<file path="src/rtl/serial_digit_adder_if.sv">
// Operand/result handshake bundle for serial_digit_adder.
// The master side drives operands and takes results; the slave side is the adder.
// Optional macro SERIAL_ADDER_SUB_EN adds the 'sub' operand-mode signal.
interface serial_digit_adder_if #(
  parameter int WIDTH = 8
);
  logic             in_valid;
  logic             in_ready;
  logic [WIDTH-1:0] a;
  logic [WIDTH-1:0] b;
  logic             ci;
  logic             out_valid;
  logic             out_ready;
  logic [WIDTH-1:0] s;
  logic             co;
  logic             busy;
`ifdef SERIAL_ADDER_SUB_EN
  logic             sub;
`endif

  modport master (
`ifdef SERIAL_ADDER_SUB_EN
    output sub,
`endif
    output in_valid, a, b, ci, out_ready,
    input  in_ready, out_valid, s, co, busy
  );

  modport slave (
`ifdef SERIAL_ADDER_SUB_EN
    input  sub,
`endif
    input  in_valid, a, b, ci, out_ready,
    output in_ready, out_valid, s, co, busy
  );
endinterface

</file>
<file path="src/rtl/serial_digit_adder.sv">
// Multi-cycle adder: adds two WIDTH-bit operands plus carry-in, DIGIT bits per
// clock, through one registered carry. Valid/ready handshake on both sides.
// Optional macro SERIAL_ADDER_SUB_EN: adds a 'sub' input that turns the
// operation into a - b (b inverted, carry-in forced to 1, co=1 means no borrow).
module serial_digit_adder #(
  parameter int WIDTH = 8,
  parameter int DIGIT = 1
) (
  input logic                clk,
  input logic                rst,
  serial_digit_adder_if.slave bus
);

  localparam int STEPS = WIDTH / DIGIT;
  localparam int CW    = (STEPS > 1) ? $clog2(STEPS) : 1;
  localparam logic [CW-1:0] LAST_STEP = CW'(STEPS - 1);

  // Reject parameter sets the digit-serial datapath cannot handle
  generate
    if (WIDTH < 2) begin : g_bad_width
      $error("serial_digit_adder: WIDTH must be >= 2");
    end
    if ((DIGIT < 1) || ((WIDTH % DIGIT) != 0)) begin : g_bad_digit
      $error("serial_digit_adder: DIGIT must divide WIDTH");
    end
  endgenerate

  typedef enum logic [1:0] {
    IDLE = 2'd0,
    RUN  = 2'd1,
    DONE = 2'd2
  } state_t;

  state_t           state;
  logic [WIDTH-1:0] a_sh;
  logic [WIDTH-1:0] b_sh;
  logic [WIDTH-1:0] sum_sh;
  logic             carry;
  logic [CW-1:0]    count;
  logic [WIDTH-1:0] s_q;
  logic             co_q;
  logic             in_ready_q;
  logic             out_valid_q;
  logic             busy_q;

  logic [DIGIT:0]         digit_sum;
  logic [WIDTH+DIGIT-1:0] sum_cat;
  logic [WIDTH-1:0]       sum_next;
  logic [WIDTH-1:0]       b_load;
  logic                   carry_load;

  // One digit of the add, and the sum register after the new digit enters at the MSB end
  always_comb begin
    digit_sum = {1'b0, a_sh[DIGIT-1:0]} + {1'b0, b_sh[DIGIT-1:0]} + {{DIGIT{1'b0}}, carry};
    sum_cat   = {digit_sum[DIGIT-1:0], sum_sh};
    sum_next  = sum_cat[WIDTH+DIGIT-1:DIGIT];
  end

  // Operand B and initial carry as loaded at accept; subtraction inverts B and forces carry-in
  always_comb begin
`ifdef SERIAL_ADDER_SUB_EN
    b_load     = bus.sub ? ~bus.b : bus.b;
    carry_load = bus.sub ? 1'b1 : bus.ci;
`else
    b_load     = bus.b;
    carry_load = bus.ci;
`endif
  end

  // Control FSM and datapath registers; the result is captured only on entry to DONE
  always_ff @(posedge clk or posedge rst) begin
    if (rst) begin
      state       <= IDLE;
      a_sh        <= '0;
      b_sh        <= '0;
      sum_sh      <= '0;
      carry       <= 1'b0;
      count       <= '0;
      s_q         <= '0;
      co_q        <= 1'b0;
      in_ready_q  <= 1'b1;
      out_valid_q <= 1'b0;
      busy_q      <= 1'b0;
    end else begin
      case (state)
        IDLE: begin
          if (bus.in_valid) begin
            a_sh       <= bus.a;
            b_sh       <= b_load;
            carry      <= carry_load;
            sum_sh     <= '0;
            count      <= '0;
            in_ready_q <= 1'b0;
            busy_q     <= 1'b1;
            state      <= RUN;
          end
        end
        RUN: begin
          a_sh   <= a_sh >> DIGIT;
          b_sh   <= b_sh >> DIGIT;
          sum_sh <= sum_next;
          carry  <= digit_sum[DIGIT];
          if (count == LAST_STEP) begin
            count       <= '0;
            s_q         <= sum_next;
            co_q        <= digit_sum[DIGIT];
            busy_q      <= 1'b0;
            out_valid_q <= 1'b1;
            state       <= DONE;
          end else begin
            count <= count + 1'b1;
          end
        end
        DONE: begin
          if (bus.out_ready) begin
            out_valid_q <= 1'b0;
            in_ready_q  <= 1'b1;
            state       <= IDLE;
          end
        end
        default: begin
          out_valid_q <= 1'b0;
          busy_q      <= 1'b0;
          in_ready_q  <= 1'b1;
          state       <= IDLE;
        end
      endcase
    end
  end

  assign bus.in_ready  = in_ready_q;
  assign bus.out_valid = out_valid_q;
  assign bus.busy      = busy_q;
  assign bus.s         = s_q;
  assign bus.co        = co_q;

endmodule

</file>
<file path="src/flat_wrapper.sv">
// flat-port wrapper written by rule: the top's interface ports become plain ports
module serial_digit_adder_flat 
#(
  parameter int WIDTH = 8,
  parameter int DIGIT = 1
)
  (clk, rst, bus_in_valid, bus_a, bus_b, bus_ci, bus_out_ready, bus_in_ready, bus_out_valid, bus_s, bus_co, bus_busy);
  serial_digit_adder_if #(.WIDTH(WIDTH)) bus_i ();
  input logic clk;
  input logic rst;
  input wire logic [$bits(bus_i.in_valid)-1:0] bus_in_valid;
  input wire logic [$bits(bus_i.a)-1:0] bus_a;
  input wire logic [$bits(bus_i.b)-1:0] bus_b;
  input wire logic [$bits(bus_i.ci)-1:0] bus_ci;
  input wire logic [$bits(bus_i.out_ready)-1:0] bus_out_ready;
  output wire logic [$bits(bus_i.in_ready)-1:0] bus_in_ready;
  output wire logic [$bits(bus_i.out_valid)-1:0] bus_out_valid;
  output wire logic [$bits(bus_i.s)-1:0] bus_s;
  output wire logic [$bits(bus_i.co)-1:0] bus_co;
  output wire logic [$bits(bus_i.busy)-1:0] bus_busy;
  assign bus_i.in_valid = bus_in_valid;
  assign bus_i.a = bus_a;
  assign bus_i.b = bus_b;
  assign bus_i.ci = bus_ci;
  assign bus_i.out_ready = bus_out_ready;
  assign bus_in_ready = bus_i.in_ready;
  assign bus_out_valid = bus_i.out_valid;
  assign bus_s = bus_i.s;
  assign bus_co = bus_i.co;
  assign bus_busy = bus_i.busy;
  serial_digit_adder #(.WIDTH(WIDTH), .DIGIT(DIGIT)) u_core (.clk(clk), .rst(rst), .bus(bus_i));
endmodule
</file>
<file path="config.mk">
export PLATFORM = sky130hd
export DESIGN_NAME = serial_digit_adder_flat
export DESIGN_NICKNAME = d
export VERILOG_FILES = /design/src/rtl/serial_digit_adder_if.sv /design/src/rtl/serial_digit_adder.sv /design/src/flat_wrapper.sv
export SDC_FILE = /design/constraint.sdc
export NUM_CORES = 1
export LEC_CHECK = 0
export CORE_UTILIZATION = 30
export DETAILED_ROUTE_END_ITERATION = 8
export HOLD_SLACK_MARGIN = 0.05
export SLEW_MARGIN = 5
export SYNTH_ARGS = -nofsm -noshare
export SYNTH_HDL_FRONTEND = slang
export SYNTH_SLANG_ARGS = --single-unit
</file>
<file path="constraint.sdc">
create_clock -name clk -period 1.3 [get_ports clk]
set_input_delay 0.26 -clock clk [delete_from_list [all_inputs] [get_ports clk]]
set_output_delay 0.26 -clock clk [all_outputs]
set_load 0.02 [all_outputs]
</file>
[Yosys cells after proc, flatten, opt, wreduce, memory -nomap -nowiden]
Cells that the tools add are included.
Word-level totals
  flip-flop bits (word level): 42
  input bits: 21
  output and inout port bits: 12
  word-level logic and storage cells: 55
Cells by class
  add/subtract/negate cells: 3
  equal/unequal tests: 6
  muxes and demuxes: 24
  bitwise gates (word level): 3
  reduce and logical (&&, ||, !) cells: 8
Operators with widths (count)
  $pmux 8 s2: 3
  $mux 8: 3
  $reduce_and 3->1: 4
  $pmux 1 s3: 3
  $mux 1: 7
  $mux 2: 3
  $mux 3: 2
  $pmux 2 s3: 1
  $pmux 3 s2: 1
  $ne 2x2->1 const B: 2
  $reduce_and 2->1: 2
  $add 3x1->3 const B: 1
  $eq 3x3->1 const B: 1
  $not 1->1: 3
  $add 1x1->2: 1
  $add 2x1->2: 1
  $eq 2x1->1 const B: 1
  $eq 2x2->1 const B: 1
  $logic_not 2->1: 1
  $ne 2x1->1 const B: 1
  $pmux 1 s2: 1
  $reduce_bool 2->1: 1

[Logic depth before layout (Yosys ltp)]
  word-level depth: 3
  gate-level depth with buffers: 6
  gate-level depth less buffers: 5

[Least setup slack after synthesis]
Ideal clock, no wire load.
  path kind: register to register
  from: register u_core.count[0]
  to: register u_core.co_q (netlist: u_core.bus.co)
  library setup time: 0.125 ns
  data arrival time: 1.300 ns
  required time: 1.175 ns
  setup slack: -0.125 ns
  cell stages (with the launch flop): 6
  buffers on the path: 1
  period minus slack after synthesis: 1.425 ns
  path through: dfrtp_1 ha_1 ha_1 nand2_4 buf_6 mux2_4
Between the ends
  cells in the longest elaborated chain, start to end: 2
RTL lines
  start, declared: RTL line serial_digit_adder.sv:39  | logic [CW-1:0] count;
  start signal, assigned: RTL line serial_digit_adder.sv:111  | count <= count + 1'b1;
  $eq 3x3->1: RTL line serial_digit_adder.sv:103  | if (count == LAST_STEP) begin
  $reduce_and 2->1 (no line)
  end signal, assigned: RTL line serial_digit_adder.sv:106  | co_q <= digit_sum[DIGIT];
  end, declared: RTL line serial_digit_adder.sv:41  | logic co_q;
No other way between the ends.
A chain may end at the register's enable or synchronous reset.

[Worst setup path after layout]
  from: register u_core.count[0]
  to: register u_core.s_q[4] (netlist: u_core.bus.s[4])
Between the ends
  cells in the longest elaborated chain, start to end: 2
RTL lines
  $eq 3x3->1: RTL line serial_digit_adder.sv:103
  $reduce_and 2->1 (no line)
  end signal, assigned: RTL line serial_digit_adder.sv:105  | s_q <= sum_next;
  end, declared: RTL line serial_digit_adder.sv:40  | logic [WIDTH-1:0] s_q;
No other way between the ends.

==> impl_metrics.csv <==
group,metric,value,unit
layout,final_cells,276,
die,initial_core_util,0.320,
synth,ys_warn_count,0,
layout,design_area,2540,um^2
timing,fmax,769,MHz
layout,diodes,0,
pwr,powerDensity,2260,nW/um^2
synth,synth.top_cells.by_area,"dfrtp_1, o22ai_1, mux2_4, a22o_1, a21oi_1",
placement,dp_hpwl,2560,um
die,fp.dieH,79.6,um
cts,cts_buffers,5,
worst_setup_path,rr_worst_depth,4,
synth,synth.most_common_cell,"dfrtp_1",
synth,synth_cell_types,26,
layout,multiInputGateArea,769,um^2
timing,final.period_utilization,1.00,
routing,viasPerCell,4.95,
global_route,grt_pass1_vias,1367,
worst_setup_path,end_kind,"flop",
synth,syn-num-nets,177,
layout,nets,227,
synth,synth_cells,153,
timing,hold_slack,0.331,ns
worst_setup_path,path_class,"reg -> reg",
global_route,grt_overflow,0,
layout,n_fill_cell,534,
cts,htree_levels,2,
timing,grt_setup_unrepaired,"yes",
timing,setup_slack,-0.000805,ns
routing,drcViolationCount,0,
synth,synth_top_area_share,0.554,
die,floorplan.core_area,5640,um^2
synth,synth_commonest_cells,"dfrtp_1, o22ai_1, a21oi_1",
pwr,ir_drop,0.894,mV
timing,setup_viol,1,
worst_setup_path,critPathLaunchType,"flop",
worst_setup_path,critPathRequiredTime,1.48,ns
layout,layout-drive-gt1-share,0.250,
timing,worstMarginPinSlew,0.284,ns
global_route,grt_pass1_wl,6580,um
worst_setup_path,r2r_start,"u_core.count[0]",
synth,seq_area_frac_synth,0.569,
routing,drtPass1Iterations,4,
layout,area_growth_syn_to_layout,40.5,%
timing,relSlewSlack,0.810,
layout,seqCellArea,1030,um^2
placement,io_buffer_count,32,
timing,hold_viol,0,
placement,placed_area,2320,um^2
die,ios,33,
die,std_cell_rows,27,
routing,drt_iter0_drc,38,
worst_setup_path,arrival,1.48,ns
timing,slew_viol_final,0,
cts,cts_root_buffer,"clkbuf_8",
global_route,grt_max_degree,42,
synth,synth_seq_cells,41,
routing,num_vias,1366,
timing,fin_skew,0.00606,ns
synth,postSynthAreaPerCell,11.8,um^2
worst_hold_path,hold_class,"in -> async",
outcome,status,"finished, violations left",
job,maxCapViolCount,0,
synth,synth-edff-count,0,
routing,routed_wl,3970,um
routing,ant_nets,0,
worst_setup_path,r2r-end,"u_core.bus.s[4]",
placement,dp_slack,-0.178,ns
global_route,track_usage,0.138,
pwr,power_leakage,1.13,nW
cts,cts_buffer_depth,2,
synth,syn-cell-area,1810,um^2
cts,clock_latency,0.30,ns
synth,synthArstFlopShare,1.00,
routing,wire_per_inst,14.4,um
cts,clk_pin_slew_worst_paths,0.08,ns
worst_setup_path,cp_max_fo,5,
worst_setup_path,r2r_slack,-0.0008,ns
die,die_w,79.6,um
synth,synth_top_area_cell,"dfrtp_1",
placement,placed_cells,264,
synth,synth_flop_cell,"dfrtp_1",
die,dieArea,6340,um^2
cts,cts_tree,"built",
cts,cts_sinks,41,
placement,gp_congestion,0.760,
timing,final.min_clock_period,1.30,ns
global_route,antenna_found_initial,0,
pwr,power,5.75,mW
outcome,violations,"negative setup slack",
critical path, cell delays in order (launching register included):
cell and delay [ns]:
dfrtp_1 0.39, ha_2 0.20, ha_4 0.20, nand2_8 0.09
mux2_4 0.30
area by class of cell:
type	count	share of cell area
clock inverters	1	0.0118
clock buffers	7	0.0340
repair buffers	53	0.199
multi-input cells	95	0.303
flip-flops and latches	41	0.405
inverters	7	0.0118
well taps	72	0.0355
routing by layer:
layer / wire, um / GRT usage
met1: 1910 / 0.182
met3: 198 / 0.0377
met5: 0 / 0
met4: 77 / 0.0655
met2: 1790 / 0.209
flip-flops by register name (all words and copies together) (netlist names):
register	count
u_core.carry	1
u_core.bus.in_ready	1
u_core.state	2
u_core.count	3
u_core.bus.s	8
u_core.sum_sh	7
u_core.b_sh	8
u_core.a_sh	8
u_core.bus.out_valid	1
u_core.bus.busy	1
u_core.bus.co	1
layout by cell type, fill, tap and decap left out, drive strengths merged:
cell type      instances
a21oi                 13
a22o                   9
and2b                  1
buf                   22
bufinv                 1
clkbuf                 7
clkdlybuf4s15          4
clkdlybuf4s50         20
clkinvlp               1
dfrtp                 40
dfstp                  1
dlygate4sd2            7
fa                     1
ha                     2
inv                    6
mux2                   9
nand2                  8
nand2b                 6
nor2                   6
nor3                   6
o21ai                  4
o21bai                 1
o22a                   1
o22ai                 20
o311ai                 1
o31ai                  2
o32ai                  5
worst max path at each step:
stage	startpoint	endpoint	slack, ns	cells past startpoint
floorplan	u_core.state[0]	u_core.bus.co	-0.07	6
global placement	bus_in_valid	u_core.a_sh[3]	-0.19	4
detailed placement	bus_in_valid	u_core.b_sh[3]	-0.18	5
CTS	u_core.count[1]	u_core.bus.s[0]	-0.01	4
global route	u_core.count[0]	u_core.bus.s[5]	-0.03	4
finish	u_core.count[0]	u_core.bus.s[4]	-0.0008	4
report_power, final:
group          internal [mW]  total, mW  switching (mW)
clock network          0.626       1.05           0.428
logic                   1.27       2.46            1.18
registers               1.85       2.24           0.392
cells by family after synthesis:
logic type | count (synthesis) | share of synthesized area
AO/OA/AOI/OAI | 56 | 0.206
adder cells (fa/ha/maj) | 3 | 0.0249
buffers and inverters | 18 | 0.0547
flip-flops | 41 | 0.569
multiplexers | 9 | 0.0727
AND/OR/NAND/NOR | 26 | 0.0727
through the flow:
step	setup TNS, ns	util
floorplan	-0.569	-
global placement	-3.49	0.412
detailed placement	-3.59	0.412
CTS	-0.0333	0.441
global route	-0.163	0.450
finish	-0.000805	0.450
what timing repair did:
item,in CTS,in global routing
cloned,1,0
resized for setup,23,13
setup endpoints to repair,24,30
pin swaps,2,2
hold buffers,0,0
setup buffers,2,1
(Power assumes the default switching activity.)
